<file path="src/rtl/multi_cycle_adder_if.sv">
// Operand/result bundle for multi_cycle_adder.
// The requester drives start and the operands, and the adder returns busy, done and the result.
// The master modport is the requester side, and the slave modport is the adder side.
interface multi_cycle_adder_if #(
   parameter int WIDTH = 16
);
   logic             start;
   logic             sub;
   logic [WIDTH-1:0] a;
   logic [WIDTH-1:0] b;
   logic             cin;
   logic             busy;
   logic             done;
   logic [WIDTH-1:0] sum;
   logic             cout;
   logic             ovf;

   modport master (
      output start, sub, a, b, cin,
      input  busy, done, sum, cout, ovf
   );

   modport slave (
      input  start, sub, a, b, cin,
      output busy, done, sum, cout, ovf
   );
endinterface

</file>
<file path="src/rtl/multi_cycle_adder.sv">
// Chunked ripple adder/subtractor that adds CHUNK bits per clock, which takes WIDTH/CHUNK RUN cycles.
// Latency: start edge E0, then RUN for N cycles, then a one-cycle done pulse after edge EN.
// Backpressure: none. start is ignored while busy. start is accepted in DONE for back-to-back operation.
module multi_cycle_adder #(
   parameter int WIDTH = 16,   // must be a multiple of CHUNK
   parameter int CHUNK = 4     // 1 <= CHUNK <= WIDTH
) (
   input logic clk,
   input logic rst_n,
   multi_cycle_adder_if.slave bus
);
   localparam int N  = WIDTH / CHUNK;
   localparam int KW = (N > 1) ? $clog2(N) : 1;

   typedef enum logic [1:0] {IDLE, RUN, DONE} state_t;

   state_t           state;
   state_t           state_nxt;
   logic [KW-1:0]    k;
   logic             carry;
   logic [WIDTH-1:0] a_r;
   logic [WIDTH-1:0] b_r;       // already inverted for subtract
   logic [WIDTH-1:0] sum_r;
   logic             cout_r;
   logic             ovf_r;
   logic             busy_c;
   logic             done_c;
   logic             capture;
   logic             last;
   int               base;
   logic [CHUNK-1:0] a_chunk;
   logic [CHUNK-1:0] b_chunk;
   logic [CHUNK:0]   chunk_sum;
   logic             msb_cin;

   // Operand acceptance is allowed in IDLE and in DONE, so back-to-back requests lose no cycle.
   assign capture = bus.start && ((state == IDLE) || (state == DONE));
   assign last    = (k == KW'(N - 1));

   // Slice out the current chunk and add it with the running carry.
   always_comb begin
      base      = int'(k) * CHUNK;
      a_chunk   = a_r[base +: CHUNK];
      b_chunk   = b_r[base +: CHUNK];
      chunk_sum = {1'b0, a_chunk} + {1'b0, b_chunk} + {{CHUNK{1'b0}}, carry};
      // The carry into a bit equals a ^ b ^ s at that bit. Used only on the top chunk.
      msb_cin   = a_chunk[CHUNK-1] ^ b_chunk[CHUNK-1] ^ chunk_sum[CHUNK-1];
   end

   // State register.
   always_ff @(posedge clk or negedge rst_n) begin
      if (!rst_n) state <= IDLE;
      else        state <= state_nxt;
   end

   // Next-state logic and status outputs.
   always_comb begin
      state_nxt = state;
      busy_c    = 1'b0;
      done_c    = 1'b0;
      case (state)
         IDLE: if (bus.start) state_nxt = RUN;
         RUN: begin
            busy_c = 1'b1;
            if (last) state_nxt = DONE;
         end
         DONE: begin
            done_c    = 1'b1;
            state_nxt = bus.start ? RUN : IDLE;
         end
         default: state_nxt = IDLE;
      endcase
   end

   // Datapath: capture the operands on accept, then write one chunk per RUN edge.
   always_ff @(posedge clk or negedge rst_n) begin
      if (!rst_n) begin
         k      <= '0;
         carry  <= 1'b0;
         a_r    <= '0;
         b_r    <= '0;
         sum_r  <= '0;
         cout_r <= 1'b0;
         ovf_r  <= 1'b0;
      end else if (capture) begin
         k     <= '0;
         a_r   <= bus.a;
         b_r   <= bus.sub ? ~bus.b : bus.b;
         carry <= bus.sub ? 1'b1 : bus.cin;
      end else if (state == RUN) begin
         sum_r[base +: CHUNK] <= chunk_sum[CHUNK-1:0];
         carry                <= chunk_sum[CHUNK];
         k                    <= k + KW'(1);
         if (last) begin
            cout_r <= chunk_sum[CHUNK];
            ovf_r  <= msb_cin ^ chunk_sum[CHUNK];
         end
      end
   end

   assign bus.busy = busy_c;
   assign bus.done = done_c;
   assign bus.sum  = sum_r;
   assign bus.cout = cout_r;
   assign bus.ovf  = ovf_r;
endmodule

</file>
<file path="src/flat_wrapper.sv">
// flat-port wrapper written by rule: the top's interface ports become plain ports
module multi_cycle_adder_flat 
#(
   parameter int WIDTH = 16,                                 
   parameter int CHUNK = 4                           
)
  (clk, rst_n, bus_start, bus_sub, bus_a, bus_b, bus_cin, bus_busy, bus_done, bus_sum, bus_cout, bus_ovf);
  multi_cycle_adder_if #(.WIDTH(WIDTH)) bus_i ();
  input logic clk;
  input logic rst_n;
  input wire logic [$bits(bus_i.start)-1:0] bus_start;
  input wire logic [$bits(bus_i.sub)-1:0] bus_sub;
  input wire logic [$bits(bus_i.a)-1:0] bus_a;
  input wire logic [$bits(bus_i.b)-1:0] bus_b;
  input wire logic [$bits(bus_i.cin)-1:0] bus_cin;
  output wire logic [$bits(bus_i.busy)-1:0] bus_busy;
  output wire logic [$bits(bus_i.done)-1:0] bus_done;
  output wire logic [$bits(bus_i.sum)-1:0] bus_sum;
  output wire logic [$bits(bus_i.cout)-1:0] bus_cout;
  output wire logic [$bits(bus_i.ovf)-1:0] bus_ovf;
  assign bus_i.start = bus_start;
  assign bus_i.sub = bus_sub;
  assign bus_i.a = bus_a;
  assign bus_i.b = bus_b;
  assign bus_i.cin = bus_cin;
  assign bus_busy = bus_i.busy;
  assign bus_done = bus_i.done;
  assign bus_sum = bus_i.sum;
  assign bus_cout = bus_i.cout;
  assign bus_ovf = bus_i.ovf;
  multi_cycle_adder #(.WIDTH(WIDTH), .CHUNK(CHUNK)) u_core (.clk(clk), .rst_n(rst_n), .bus(bus_i));
endmodule
</file>
<file path="config.mk">
export PLATFORM = sky130hd
export DESIGN_NAME = multi_cycle_adder_flat
export DESIGN_NICKNAME = d
export VERILOG_FILES = /design/src/rtl/multi_cycle_adder_if.sv /design/src/rtl/multi_cycle_adder.sv /design/src/flat_wrapper.sv
export SDC_FILE = /design/constraint.sdc
export NUM_CORES = 1
export LEC_CHECK = 0
export ABC_AREA = 1
export BUFFER_PORTS_ARGS = -buffer_cell sky130_fd_sc_hd__clkbuf_2
export CAP_MARGIN = 5
export CORE_ASPECT_RATIO = 0.5
export CORE_MARGIN = 2
export CORE_UTILIZATION = 54
export DETAILED_ROUTE_END_ITERATION = 16
export GPL_ROUTABILITY_DRIVEN = 0
export PLACE_DENSITY = 0.79
export SLEW_MARGIN = 25
export SYNTH_ARGS = -nofsm -noshare
export SYNTH_HDL_FRONTEND = slang
export SYNTH_SLANG_ARGS = --single-unit
export TNS_END_PERCENT = 1
</file>
<file path="constraint.sdc">
create_clock -name clk -period 3.3 [get_ports clk]
set_clock_uncertainty 0.05 [all_clocks]
set_input_delay 0.66 -clock clk [delete_from_list [all_inputs] [get_ports clk]]
set_output_delay 0.66 -clock clk [all_outputs]
set_load 0.02 [all_outputs]
</file>
# Word-level counts from Yosys, hierarchy flattened
# Index checks and enable logic that the tools add are counted.
totals:
  register_bits: 55
  out_inout_bits: 20
op_classes:
  addsub: 4
  n_eq_ne: 5
  shifts: 4
  muxes: 13
  bitwise_logic: 5
  reduce_logical: 7
op_table:
  columns: ["cell", "count"]
  rows:
  - ["negator 4 -> 33 bit", 1]
  - ["variable shift 4 x 33 -> 16 bit, first input constant", 1]
  - ["variable part select 4 x 33 -> 16 bit", 1]
  - ["variable part select 16 x 5 -> 4 bit", 2]
  - ["bitwise mux 16 bit", 1]
  - ["2-to-1 mux 16 bit", 1]
  - ["inverter 16 bit", 1]
  - ["2-to-1 mux 2 bit", 4]
  - ["2-to-1 mux 1 bit", 6]
  - ["one-hot mux 2 bit (3 select lines)", 1]
  - ["adder 4 x 4 -> 5 bit", 1]
  - ["adder 5 x 1 -> 5 bit", 1]
  - ["== test 2 bit, second input constant", 2]
  - ["AND reduction 2 bit", 2]
  - ["AND reduction 3 bit", 1]
  - ["XOR 1 bit", 3]
  - ["adder 2 x 1 -> 2 bit, second input constant", 1]
  - ["== test 2 x 1 -> 1 bit, second input constant", 1]
  - ["logical NOT 2 bit", 1]
  - ["!= test 2 x 1 -> 1 bit, second input constant", 1]
  - ["!= test 2 bit, second input constant", 1]
  - ["nonzero test 2 bit", 1]
  - ["logical AND 1 bit", 1]
  - ["logical OR 1 bit", 1]
  - ["inverter 1 bit", 1]

# Depth between registers and ports, before layout
# Gate-level depths: netlist (run 1).
depth:
  depth_word: 5
  ltp_mapped: 12

# Least setup slack after synthesis (run 1)
# OpenSTA, ideal clock, no wires.
synth_path:
  path_kind: "flip-flop to flip-flop"
  start: "reg u_core.k[0]"
  end: "reg u_core.ovf_r, in the netlist u_core.bus.ovf"
  setup_ps: 74
  t_arrival_ps: 2294
  required_ps: 3176
  path_slack_ps: 882
  stages_incl_launch_ff: 13
  synth_period_minus_slack_ps: 2418
  path_cell_list: "dfrtp_1 -> inv_1 -> clkbuf_1 -> nor2_1 -> o22ai_1 -> fa_1 -> fa_1 -> nand2_1 -> nand2_1 -> a21oi_1 -> and2_4 -> nand2_1 -> o21ai_2"
synth_via:
  elab_chain_len: 5
synth_rtl:
  columns: ["item", "line", "text"]
  rows:
  - ["start: declaration", "multi_cycle_adder.sv:19", "logic [KW-1:0] k;"]
  - ["start signal: assignment", "multi_cycle_adder.sv:93", "k <= k + KW'(1);"]
  - ["variable part select 16 x 5 -> 4 bit (on tied branches)", "multi_cycle_adder.sv:43, multi_cycle_adder.sv:44", null]
  - ["adder 4 x 4 -> 5 bit", "multi_cycle_adder.sv:45", "chunk_sum = {1'b0, a_chunk} + {1'b0, b_chunk} + {{CHUNK{1'b0}}, carry};"]
  - ["adder 5 x 1 -> 5 bit", "multi_cycle_adder.sv:45", null]
  - ["XOR 1 bit", "multi_cycle_adder.sv:47", "msb_cin = a_chunk[CHUNK-1] ^ b_chunk[CHUNK-1] ^ chunk_sum[CHUNK-1];"]
  - ["XOR 1 bit", "multi_cycle_adder.sv:96", "ovf_r <= msb_cin ^ chunk_sum[CHUNK];"]
  - ["end signal: assignment", "multi_cycle_adder.sv:96", null]
  - ["end: declaration", "multi_cycle_adder.sv:25", "logic ovf_r;"]
# Several ways; a longest one is shown, not always the timed one.
# A chain may end at the register's enable or synchronous reset.

# Worst setup path in the final report (run 1)
layout_path:
  start: "reg u_core.k[1]"
  end: "reg u_core.ovf_r, in the netlist u_core.bus.ovf"
# The elaborated chain is that of the path after synthesis.

==> results_tabular.tex, run 1 <==
\begin{tabular}{lr}
\hline
Metric & Value \\
\hline
\multicolumn{2}{l}{\textbf{Final layout}} \\
\quad Share of layout cells above drive strength 1 & 22.80\% \\
\quad Non-filler instance count after layout & 434 \\
\quad Commonest non-fill, non-tap cell in the layout & nand2\_1 \\
\quad Fill count & 421 \\
\quad Antenna cell count & 0 \\
\quad Highest-count cells in the layout ignoring fill and taps & 86 x nand2\_1, 55 x clkbuf\_2, 55 x dfrtp\_1 \\
\quad Count of nets after finishing & 411 \\
\quad Relative area change from synthesis to final layout & 15.95\% \\
\multicolumn{2}{l}{\textbf{Synth}} \\
\quad Part of the Yosys area used for sequential elements & 49.98\% \\
\quad Post-synthesis mux area share & 0\% \\
\quad Post-Synthesis Mean Instance Area & 8.884 um\^{}2 \\
\quad Synth Net Count & 358 \\
\quad Dominant combinational cell family by area after synthesis & simple AND/OR/NAND/NOR gates \\
\quad Synthesized area & 2754 um\^{}2 \\
\quad Number of synthesized flops with an enable pin & 0 \\
\quad Synthesis-stage register bit count & 55 \\
\quad Post-synthesis share of cell area spent on xor and xnor gates & 5.407\% \\
\quad Area share of fa/ha/maj cells after synthesis & 5.543\% \\
\quad Simple-gate share of the synthesized area & 19.90\% \\
\quad Share of flip-flops with an asynchronous set or reset after synthesis & 100.0\% \\
\quad Post-synthesis instance total & 310 \\
\quad Share of the synthesized area in compound gates (AO/OA/AOI/OAI) & 13.86\% \\
\quad Main synth FF type & dfrtp\_1 \\
\quad Warning count from the yosys run & 0 \\
\quad Library cells used by synthesis & 30 \\
\multicolumn{2}{l}{\textbf{Critical path}} \\
\quad Slowest cell on the critical path & dfrtp\_1 \\
\quad Crit Path Class & register to register \\
\quad Critical path data arrival time & 3080 ps \\
\quad Worst-path maximum fanout & 12 \\
\quad Critical path's largest stage delay & 560 ps \\
\quad Worst Path Required & 3490 ps \\
\quad Element type at the critical path end & register \\
\quad Kind of cell with the highest combined delay on the critical path & adder cells \\
\quad Bufs and invs on worst path & 1 \\
\quad Cell seen most often among critical-path stages & nand2\_1 \\
\quad Ordered cell list for the critical path & clkinv\_1, o21ai\_0, o22ai\_1, fa\_1, fa\_1, nand2\_1, nand2\_1, a21oi\_1, and2\_4, nand2\_1, o21ai\_2 \\
\quad Startpoint kind of the worst setup timing path & register \\
\multicolumn{2}{l}{\textbf{Power}} \\
\quad Cell area power density & 1080 nW/um\^{}2 \\
\quad Switching share of power & 46.97\% \\
\quad Reg power frac & 34.1\% \\
\quad Max IR drop VDD & 0.0004003 V \\
\quad Relative contribution of the clock network to total power & 13.4\% \\
\quad Part of the power in combinational logic & 52.5\% \\
\quad Reported net switching power & 1.619 mW \\
\quad Internal power & 1.828 mW \\
\quad Leakage & 1.609 nW \\
\multicolumn{2}{l}{\textbf{Timing}} \\
\quad Minimum period implied by the final worst setup slack & 2889 ps \\
\quad Worst Hold Margin & 410.2 ps \\
\quad Number of max-slew violations in the final report & 0 \\
\quad Final worst slack & 411.1 ps \\
\quad Final Hold Viols & 0 \\
\quad Count of final setup violators & 0 \\
\quad Maximum achievable frequency & 346.2 MHz \\
\quad Unrepaired setup endpoints after global routing & false \\
\quad Post-route clock period utilization & 87.54\% \\
\quad Sum of negative setup slack & 0 ps \\
\quad Slew margin rel. & 40.32\% \\
\quad Worst slew pin tran & 895.2 ps \\
\multicolumn{2}{l}{\textbf{Detailed routing}} \\
\quad Count of TritonRoute iterations in the first routing pass & 5 \\
\quad Remaining design rule violation count & 0 \\
\quad Final wirelength & 6.055 mm \\
\quad Total via count in the routed design & 2304 \\
\quad Detailed router's first-iteration violation count & 112 \\
\quad Post-DRT Antenna Nets & 0 \\
\quad Mean number of vias per cell & 5.309 \\
\quad Average routed wire per standard cell & 13.95 um \\
\multicolumn{2}{l}{\textbf{Placement}} \\
\quad HPWL Detailed & 4.473 mm \\
\quad Post-placement worst setup slack & 487.2 ps \\
\quad Dpl cells & 426 \\
\quad Buffers on Ports & 56 \\
\multicolumn{2}{l}{\textbf{Floorplanning}} \\
\quad Top-level I/O count & 57 \\
\quad CORE AREA & 4910 um\^{}2 \\
\quad Floorplan die height & 54.50 um \\
\quad Horizontal extent of the die & 105.0 um \\
\quad Num rows & 18 \\
\quad Starting utilization of the core area & 56.09\% \\
\quad Die outline area & 5722 um\^{}2 \\
\multicolumn{2}{l}{\textbf{Status}} \\
\quad Status & complete, no violations \\
\multicolumn{2}{l}{\textbf{Global routing}} \\
\quad Global-route wire length before repair & 10.09 mm \\
\quad Via count of the first global-routing pass & 2156 \\
\quad Antenna violations before repair & 0 \\
\quad Leftover overflow at the end of global routing & 0 \\
\quad Overall routing resource usage & 23.04\% \\
\quad Largest net degree at the start of global routing & 52 \\
\multicolumn{2}{l}{\textbf{Clocking}} \\
\quad Number of clock buffers inserted by TritonCTS & 5 \\
\quad Number of buffers inserted by post-CTS setup repair & 0 \\
\quad Clock sink count & 55 \\
\quad Buffer depth of the longest clock path & 2 \\
\quad Clock H-tree levels & 2 \\
\quad Clk Latency, worst-skew pair & 310 ps \\
\quad Clock slew at reported path FFs & 100 ps \\
\quad Hold\_buf cts & 0 \\
\quad Root Buffer Master & clkbuf\_8 \\
\quad Resized cells post-CTS & 0 \\
\quad CTS tree & built \\
\multicolumn{2}{l}{\textbf{Worst hold path}} \\
\quad Worst min-delay path category & primary input to asynchronous set/reset pin \\
\multicolumn{2}{l}{\textbf{Job}} \\
\quad MaxCap Viol Count & 0 \\
\hline
\end{tabular}
power by group through the flow:
stage / Combinational, mW / Clock (mW) / Sequential, mW
after floorplan: 1.25 / 0 / 1.20
after global placement: 1.69 / 0 / 1.18
after detailed placement: 1.79 / 0 / 1.18
after CTS: 1.80 / 0.469 / 1.17
after global routing: 2.02 / 0.500 / 1.20
final: 1.81 / 0.463 / 1.17
cell usage after synthesis, types with 4 or more instances:
master   count  area (um^2)
o21ai_0     34        170.2
ha_1         9        112.6
o22ai_1      8        50.05
buf_2        7        35.03
nor2_4       4        45.04
xnor2_1     17        148.9
inv_1       13        48.80
nand2_1     86        322.8
o21ai_1     22        110.1
dfrtp_1     55         1376
nand3_1      6        30.03
nor2_1      18        67.56
metal layers:
layer	share of wire (%)	global-route usage [%]
met4	0.97	6.222
met2	47	39.39
met5	0	0
met1	46	31.23
met3	6.5	4.286
kinds of logic (layout without fill, tap and decap cells):
| kind of cell | after synthesis | in the layout |
|---|---|---|
| and+or+nand+nor | 124 | 124 |
| DFF | 55 | 55 |
| AOI/OAI and AO/OA | 71 | 71 |
| adders and majority gates | 11 | 11 |
| xor gates and xnor gates | 17 | 17 |
| buffers and inverters | 32 | 86 |
worst reg2reg max path, cell delays in order (launching register included):
cell	delay [ps]
dfrtp_1	560
clkinv_1	370
o21ai_0	170
o22ai_1	110
fa_1	450
fa_1	420
nand2_1	100
nand2_1	70
a21oi_1	220
and2_4	200
nand2_1	60
o21ai_2	50
per-stage QoR:
step / instance area [um^2] / utilization (%) / total power, mW
2_1_floorplan: 2754 / - / 2.455
3_3_place_gp: 3075 / 62.64 / 2.867
3_5_place_dp: 3075 / 62.64 / 2.969
4_1_cts: 3193 / 65.04 / 3.436
5_1_grt: 3193 / 65.04 / 3.726
6_report: 3193 / 65.04 / 3.448
worst paths after layout:
kind | end | slack, ps | from | cells after the start
max | u_core.bus.ovf$_DFFE_PN0P_ | 410 | u_core.k[1]$_DFFE_PN0P_ | 11
min | u_core.bus.sum[12]$_DFFE_PN0P_ | 410 | rst_n | 1
max reg2reg | u_core.bus.ovf$_DFFE_PN0P_ | 410 | u_core.k[1]$_DFFE_PN0P_ | 11
min reg2reg | u_core.a_r[1]$_DFFE_PN0P_ | 440 | u_core.a_r[1]$_DFFE_PN0P_ | 2
max in group asynchronous | u_core.a_r[10]$_DFFE_PN0P_ | 2030 | rst_n | 2
min in group clk | u_core.a_r[1]$_DFFE_PN0P_ | 440 | u_core.a_r[1]$_DFFE_PN0P_ | 2
sequential cells by signal (all words and copies together) (netlist names):
| signal | cells |
|---|---|
| u_core.state | 2 |
| u_core.bus.ovf | 1 |
| u_core.carry | 1 |
| u_core.a_r | 16 |
| u_core.k | 2 |
| u_core.bus.cout | 1 |
| u_core.b_r | 16 |
| u_core.bus.sum | 16 |
final cells by class:
cell class	count	area, um^2	area share, %
flip-flops and latches	55	1376	43.10
multi-input cells	223	1231	38.56
repair buffers	59	302.8	9.483
well taps	70	87.58	2.743
clock buffers	6	82.58	2.586
inverters	19	77.57	2.429
clock inverters	2	35.03	1.097
(Power assumes the default switching activity.)
==> run 2: changes to the inputs <==
--- a/config.mk
+++ b/config.mk
@@ -5,7 +5,7 @@
 export SDC_FILE = /design/constraint.sdc
 export NUM_CORES = 1
 export LEC_CHECK = 0
-export ABC_AREA = 1
+export ABC_AREA = 0
 export BUFFER_PORTS_ARGS = -buffer_cell sky130_fd_sc_hd__clkbuf_2
 export CAP_MARGIN = 5
 export CORE_ASPECT_RATIO = 0.5
==> results_tabular.tex, run 2 <==
\begin{tabular}{lr}
\hline
Metric & Value \\
\hline
\multicolumn{2}{l}{\textbf{Detailed routing}} \\
\quad Detailed router's first-iteration violation count & 61 \\
\quad Routed length on met2 & 2.350 mm \\
\quad Average routed wire per standard cell & 15.64 um \\
\quad Uppermost signal routing layer after detailed routing & met4 \\
\quad Routed metal-1 wirelength & 2.544 mm \\
\quad Remaining design rule violation count & 0 \\
\quad Mean number of vias per cell & 5.190 \\
\quad Count of TritonRoute iterations in the first routing pass & 4 \\
\quad Final wirelength & 5.176 mm \\
\quad Total via count in the routed design & 1718 \\
\quad Routed met3 length & 225 um \\
\quad Post-DRT Antenna Nets & 0 \\
\multicolumn{2}{l}{\textbf{Floorplanning}} \\
\quad CORE AREA & 4887 um\^{}2 \\
\quad Num rows & 18 \\
\quad Floorplan die height & 54.17 um \\
\quad Starting utilization of the core area & 55.61\% \\
\quad Top-level I/O count & 57 \\
\quad Horizontal extent of the die & 104.3 um \\
\quad Die outline area & 5651 um\^{}2 \\
\multicolumn{2}{l}{\textbf{Timing}} \\
\quad Post-route clock period utilization & 82.61\% \\
\quad Number of max-slew violations in the final report & 0 \\
\quad Maximum achievable frequency & 366.8 MHz \\
\quad Final Hold Viols & 0 \\
\quad Worst Hold Margin & 332.6 ps \\
\quad Worst slew pin tran & 733.3 ps \\
\quad Final worst slack & 574.0 ps \\
\quad Unrepaired setup endpoints after global routing & false \\
\quad Sum of negative setup slack & 0 ps \\
\quad Minimum period implied by the final worst setup slack & 2726 ps \\
\quad Count of final setup violators & 0 \\
\quad Slew margin rel. & 51.11\% \\
\multicolumn{2}{l}{\textbf{Synth}} \\
\quad Post-Synthesis Mean Instance Area & 13.26 um\^{}2 \\
\quad Synthesized area & 2718 um\^{}2 \\
\quad Part of the Yosys area used for sequential elements & 50.64\% \\
\quad Top post-synthesis cells by count & 55 x dfrtp\_1, 28 x nand2\_1, 18 x xnor2\_1 \\
\quad Largest cells by area after synthesis & dfrtp\_1 51\%, mux2\_4 8.8\%, mux4\_2 6.6\% \\
\quad Number of synthesized flops with an enable pin & 0 \\
\quad Synth Net Count & 253 \\
\quad Main synth FF type & dfrtp\_1 \\
\quad Share of flip-flops with an asynchronous set or reset after synthesis & 100.0\% \\
\quad Library cells used by synthesis & 32 \\
\quad Post-synthesis instance total & 205 \\
\quad Synthesis-stage register bit count & 55 \\
\quad Most numerous cell in the Yosys netlist & dfrtp\_1 \\
\quad Area share of the largest cell type after synthesis & 50.64\% \\
\quad Most area-hungry cell type in the Yosys netlist & dfrtp\_1 \\
\quad Warning count from the yosys run & 0 \\
\multicolumn{2}{l}{\textbf{Critical path}} \\
\quad Worst Path Required & 3460 ps \\
\quad Worst reg2reg path depth & 7 \\
\quad Element type at the critical path end & register \\
\quad Critical path data arrival time & 2880 ps \\
\quad Crit Path Class & register to register \\
\quad Startpoint kind of the worst setup timing path & register \\
\quad Reg-to-reg setup timing slack & 570 ps \\
\quad Worst-path maximum fanout & 6 \\
\multicolumn{2}{l}{\textbf{Placement}} \\
\quad Post-placement worst setup slack & 549.2 ps \\
\quad Dpl cells & 323 \\
\quad Area of placed instances & 3022 um\^{}2 \\
\quad HPWL Detailed & 3.740 mm \\
\quad Buffers on Ports & 56 \\
\multicolumn{2}{l}{\textbf{Power}} \\
\quad Max IR drop VDD & 0.0005266 V \\
\quad Cell area power density & 1111 nW/um\^{}2 \\
\quad Design Power & 3.467 mW \\
\quad Leakage & 1.542 nW \\
\multicolumn{2}{l}{\textbf{Final layout}} \\
\quad Post-Layout Inst Area & 3122 um\^{}2 \\
\quad Non-filler instance count after layout & 331 \\
\quad Multi-input gate area & 1245 um\^{}2 \\
\quad Register cell area after layout & 1376 um\^{}2 \\
\quad Utilization after layout & 63.88\% \\
\quad Highest-count cells in the layout ignoring fill and taps & 56 x clkbuf\_2, 55 x dfrtp\_1, 28 x nand2\_1 \\
\quad Fill count & 381 \\
\quad Count of nets after finishing & 308 \\
\quad Commonest non-fill, non-tap cell in the layout & clkbuf\_2 \\
\quad Antenna cell count & 0 \\
\quad Relative area change from synthesis to final layout & 14.87\% \\
\quad Share of layout cells above drive strength 1 & 37.93\% \\
\multicolumn{2}{l}{\textbf{Clocking}} \\
\quad CTS tree & built \\
\quad Clock H-tree levels & 2 \\
\quad Number of buffers inserted by post-CTS setup repair & 0 \\
\quad Resized cells post-CTS & 0 \\
\quad Clock sink count & 55 \\
\quad Root Buffer Master & clkbuf\_8 \\
\quad Hold\_buf cts & 0 \\
\quad Buffer depth of the longest clock path & 2 \\
\quad Clk Latency, worst-skew pair & 310 ps \\
\quad Clock slew at reported path FFs & 100 ps \\
\quad Number of clock buffers inserted by TritonCTS & 5 \\
\multicolumn{2}{l}{\textbf{Global routing}} \\
\quad Global-route wire length before repair & 8.100 mm \\
\quad Via count of the first global-routing pass & 1668 \\
\quad Antenna violations before repair & 0 \\
\quad Leftover overflow at the end of global routing & 0 \\
\quad Largest net degree at the start of global routing & 52 \\
\quad Overall routing resource usage & 18.89\% \\
\multicolumn{2}{l}{\textbf{Job}} \\
\quad MaxCap Viol Count & 0 \\
\multicolumn{2}{l}{\textbf{Status}} \\
\quad Status & complete, no violations \\
\multicolumn{2}{l}{\textbf{Worst hold path}} \\
\quad Worst min-delay path category & primary input to asynchronous set/reset pin \\
\hline
\end{tabular}
run 2: kinds of logic after synthesis:
logic type	count (synthesis)	share of synthesized area, %
buffers and inverters	14	3.545
AOI/OAI and AO/OA	42	10.82
adders and majority gates	11	5.617
xor gates and xnor gates	19	6.123
muxes	24	15.47
DFF	55	50.64
and+or+nand+nor	40	7.781
run 2: where the power goes:
| group | leakage, nW | total (mW) | internal [mW] | switching (mW) |
|---|---|---|---|---|
| Combinational | 0.799 | 1.85 | 0.853 | 1.00 |
| Clock | 0.0515 | 0.411 | 0.192 | 0.219 |
| Sequential | 0.692 | 1.20 | 0.976 | 0.227 |
| Total | 1.54 | 3.47 | 2.02 | 1.45 |
run 2: cell type report:
type,count,area share [%]
sequential,55,44.09
timing repair buffer,58,9.459
multi-input combinational,136,39.88
inverter,4,0.5611
tap,70,2.806
clock buffer,8,3.206
run 2: per-layer routing:
layer | track usage, % | vias up
li1 | - | 834
met1 | 25.72 | 833
met2 | 30.94 | 45
met3 | 4.722 | 6
met4 | 5.405 | 0
met5 | 0 | -
run 2: worst max-delay path, stage by stage (launching register included):
cell	delay, ps
dfrtp_1	540
mux4_2	570
fa_1	440
fa_1	410
a21o_1	210
a21oi_2	180
xnor2_1	140
o21ai_1	70
run 2: worst paths after layout:
| path | startpoint | end |
|---|---|---|
| worst max-delay path | u_core.k[0]$_DFFE_PN0P_ | u_core.bus.ovf$_DFFE_PN0P_ |
| worst min-delay path | rst_n | u_core.b_r[11]$_DFFE_PN0P_ |
| worst max register to register | u_core.k[0]$_DFFE_PN0P_ | u_core.bus.ovf$_DFFE_PN0P_ |
| worst min register to register | u_core.bus.cout$_DFFE_PN0P_ | u_core.bus.cout$_DFFE_PN0P_ |
| max in group asynchronous | rst_n | u_core.bus.sum[10]$_DFFE_PN0P_ |
| min in group clk | u_core.bus.cout$_DFFE_PN0P_ | u_core.bus.cout$_DFFE_PN0P_ |
==> run 3: changes to the inputs <==
--- a/config.mk
+++ b/config.mk
@@ -10,10 +10,10 @@
 export CAP_MARGIN = 5
 export CORE_ASPECT_RATIO = 0.5
 export CORE_MARGIN = 2
-export CORE_UTILIZATION = 54
+export CORE_UTILIZATION = 49
 export DETAILED_ROUTE_END_ITERATION = 16
 export GPL_ROUTABILITY_DRIVEN = 0
-export PLACE_DENSITY = 0.79
+export PLACE_DENSITY = 0.76
 export SLEW_MARGIN = 25
 export SYNTH_ARGS = -nofsm -noshare
 export SYNTH_HDL_FRONTEND = slang
==> constraint.sdc (replaced) <==
create_clock -name clk -period 2.25 [get_ports clk]
set_clock_uncertainty 0.05 [all_clocks]
set_input_delay 0.45 -clock clk [delete_from_list [all_inputs] [get_ports clk]]
set_output_delay 0.45 -clock clk [all_outputs]
set_load 0.02 [all_outputs]
==> results_tabular.tex, run 3 (synthesis gave the netlist of run 2 again) <==
\begin{tabular}{lr}
\hline
Metric & Value \\
\hline
\multicolumn{2}{l}{\textbf{Critical path}} \\
\quad Critical path data arrival time & 2650 ps \\
\quad Reg-to-reg setup timing slack & -260 ps \\
\quad Worst reg2reg path depth & 7 \\
\quad Crit Path Class & register to register \\
\quad Worst-path maximum fanout & 4 \\
\quad Worst Path Required & 2400 ps \\
\quad Critical R2R Launch & u\_core.k[0]\$\_DFFE\_PN0P\_ \\
\quad FF-to-FF End & u\_core.bus.ovf\$\_DFFE\_PN0P\_ \\
\quad Startpoint kind of the worst setup timing path & register \\
\quad Element type at the critical path end & register \\
\multicolumn{2}{l}{\textbf{Power}} \\
\quad Design Power & 5.438 mW \\
\quad Leakage & 1.589 nW \\
\quad Max IR drop VDD & 0.0006563 V \\
\quad Cell area power density & 1696 nW/um\^{}2 \\
\multicolumn{2}{l}{\textbf{Detailed routing}} \\
\quad Count of TritonRoute iterations in the first routing pass & 4 \\
\quad Post-DRT Antenna Nets & 0 \\
\quad Mean number of vias per cell & 5.134 \\
\quad Final wirelength & 5.234 mm \\
\quad Remaining design rule violation count & 0 \\
\quad Total via count in the routed design & 1761 \\
\quad Detailed router's first-iteration violation count & 95 \\
\quad Average routed wire per standard cell & 15.26 um \\
\multicolumn{2}{l}{\textbf{Global routing}} \\
\quad Largest net degree at the start of global routing & 56 \\
\quad Global-route wire length before repair & 8.528 mm \\
\quad Antenna violations before repair & 0 \\
\quad Overall routing resource usage & 18.30\% \\
\quad Leftover overflow at the end of global routing & 0 \\
\quad Via count of the first global-routing pass & 1800 \\
\multicolumn{2}{l}{\textbf{Floorplanning}} \\
\quad Horizontal extent of the die & 109.3 um \\
\quad Starting utilization of the core area & 50.14\% \\
\quad Die outline area & 6194 um\^{}2 \\
\quad Floorplan die height & 56.66 um \\
\quad Top-level I/O count & 57 \\
\quad CORE AREA & 5420 um\^{}2 \\
\quad Num rows & 19 \\
\multicolumn{2}{l}{\textbf{Clocking}} \\
\quad Clock sink count & 55 \\
\quad Hold\_buf cts & 0 \\
\quad Clock H-tree levels & 2 \\
\quad Clk Latency, worst-skew pair & 310 ps \\
\quad Clock slew at reported path FFs & 100 ps \\
\quad Buffer depth of the longest clock path & 2 \\
\quad CTS tree & built \\
\quad Number of clock buffers inserted by TritonCTS & 5 \\
\quad Root Buffer Master & clkbuf\_8 \\
\multicolumn{2}{l}{\textbf{Final layout}} \\
\quad Non-filler instance count after layout & 343 \\
\quad Count of nets after finishing & 317 \\
\quad Utilization after layout & 59.16\% \\
\quad Share of layout cells above drive strength 1 & 41.48\% \\
\quad Relative area change from synthesis to final layout & 18.00\% \\
\quad Fill count & 451 \\
\quad Commonest non-fill, non-tap cell in the layout & clkbuf\_2 \\
\quad Antenna cell count & 0 \\
\quad Highest-count cells in the layout ignoring fill and taps & 56 x clkbuf\_2, 54 x dfrtp\_1, 28 x nand2\_1 \\
\multicolumn{2}{l}{\textbf{Timing}} \\
\quad Final worst slack & -257.6 ps \\
\quad Unrepaired setup endpoints after global routing & true \\
\quad Count of final setup violators & 11 \\
\quad Worst slew pin tran & 682.8 ps \\
\quad Number of max-slew violations in the final report & 0 \\
\quad Final Hold Viols & 0 \\
\quad Minimum period implied by the final worst setup slack & 2508 ps \\
\quad Maximum achievable frequency & 398.8 MHz \\
\quad Sum of negative setup slack & -1890 ps \\
\quad Post-route clock period utilization & 111.4\% \\
\quad Slew margin rel. & 54.48\% \\
\multicolumn{2}{l}{\textbf{Placement}} \\
\quad Post-placement worst setup slack & -219.3 ps \\
\quad Buffers on Ports & 56 \\
\quad Dpl cells & 332 \\
\quad HPWL Detailed & 3.822 mm \\
\multicolumn{2}{l}{\textbf{Job}} \\
\quad MaxCap Viol Count & 0 \\
\multicolumn{2}{l}{\textbf{Status}} \\
\quad Failing checks & setup timing \\
\quad Status & complete, but fails checks \\
\multicolumn{2}{l}{\textbf{Worst hold path}} \\
\quad Worst min-delay path category & primary input to asynchronous set/reset pin \\
\hline
\end{tabular}
==> run 3: cell types whose count changed in the layout (fill, tap and decap cells not counted) <==
cell	change
buf_4	+9
dfrtp_1	-1
dfrtp_2	+1
fa_1	-2
fa_2	+2
xnor2_1	-1
xnor2_2	+1
==> run 3: critical path, cell delays in order, from the launching register on <==
cell     delay, ps
dfrtp_2        430
mux4_2         540
fa_2           390
fa_2           360
a21o_1         200
a21oi_2        200
xnor2_1        150
o21ai_1         80
==> run 3: timing repair <==
item | in CTS | in global routing
setup endpoints to repair | 11 | 15
pin swaps | 0 | 5
setup buffers | 0 | 3
gates resized for setup | 1 | 0
==> run 3: report_power, final <==
part           internal (mW)  switching (mW)
logic                   1.52            1.61
clock network          0.282           0.315
registers               1.43           0.281
total                   3.24            2.20
==> run 3: layout make-up <==
cell class / instances / area (um^2) / area share, %
Sequential cell: 55 / 1378 / 42.96
Clock buffer: 8 / 100.1 / 3.121
Multi-Input combinational cell: 136 / 1257 / 39.21
Timing Repair Buffer: 67 / 362.8 / 11.31
Inverter: 4 / 17.52 / 0.5462
Tap cell: 73 / 91.34 / 2.848
==> run 3: worst max-delay path by stage <==
| stage | from | endpoint | slack (ps) | cells past startpoint |
|---|---|---|---|---|
| after floorplan | u_core.k[0]$_DFFE_PN0P_ | u_core.bus.ovf$_DFFE_PN0P_ | -310 | 8 |
| after global placement | u_core.k[0]$_DFFE_PN0P_ | u_core.bus.ovf$_DFFE_PN0P_ | -130 | 7 |
| after detailed placement | u_core.k[0]$_DFFE_PN0P_ | u_core.bus.ovf$_DFFE_PN0P_ | -220 | 7 |
| after CTS | u_core.k[0]$_DFFE_PN0P_ | u_core.bus.ovf$_DFFE_PN0P_ | -230 | 7 |
| after global routing | u_core.k[0]$_DFFE_PN0P_ | u_core.bus.ovf$_DFFE_PN0P_ | -360 | 7 |
| final | u_core.k[0]$_DFFE_PN0P_ | u_core.bus.ovf$_DFFE_PN0P_ | -260 | 7 |
==> run 3: stage by stage <==
| step | area [um^2] | hold WS [ps] |
|---|---|---|
| 5_1_grt | 3207 | 268.2 |
| 2_1_floorplan | 2728 | 104.4 |
| 3_5_place_dp | 3077 | 424.3 |
| 3_3_place_gp | 3077 | 413.5 |
| 4_1_cts | 3184 | 229.0 |
| 6_report | 3207 | 208.9 |
==> run 3: metal layers <==
| layer | global-route usage (%) | share of wire, % | vias up |
|---|---|---|---|
| met1 | 26.07 | 49 | 867 |
| met4 | 6.510 | 1.0 | 0 |
| met5 | 0 | 0 | - |
| met3 | 4.413 | 4.4 | 4 |
| li1 | - | - | 850 |
| met2 | 27.43 | 46 | 40 |
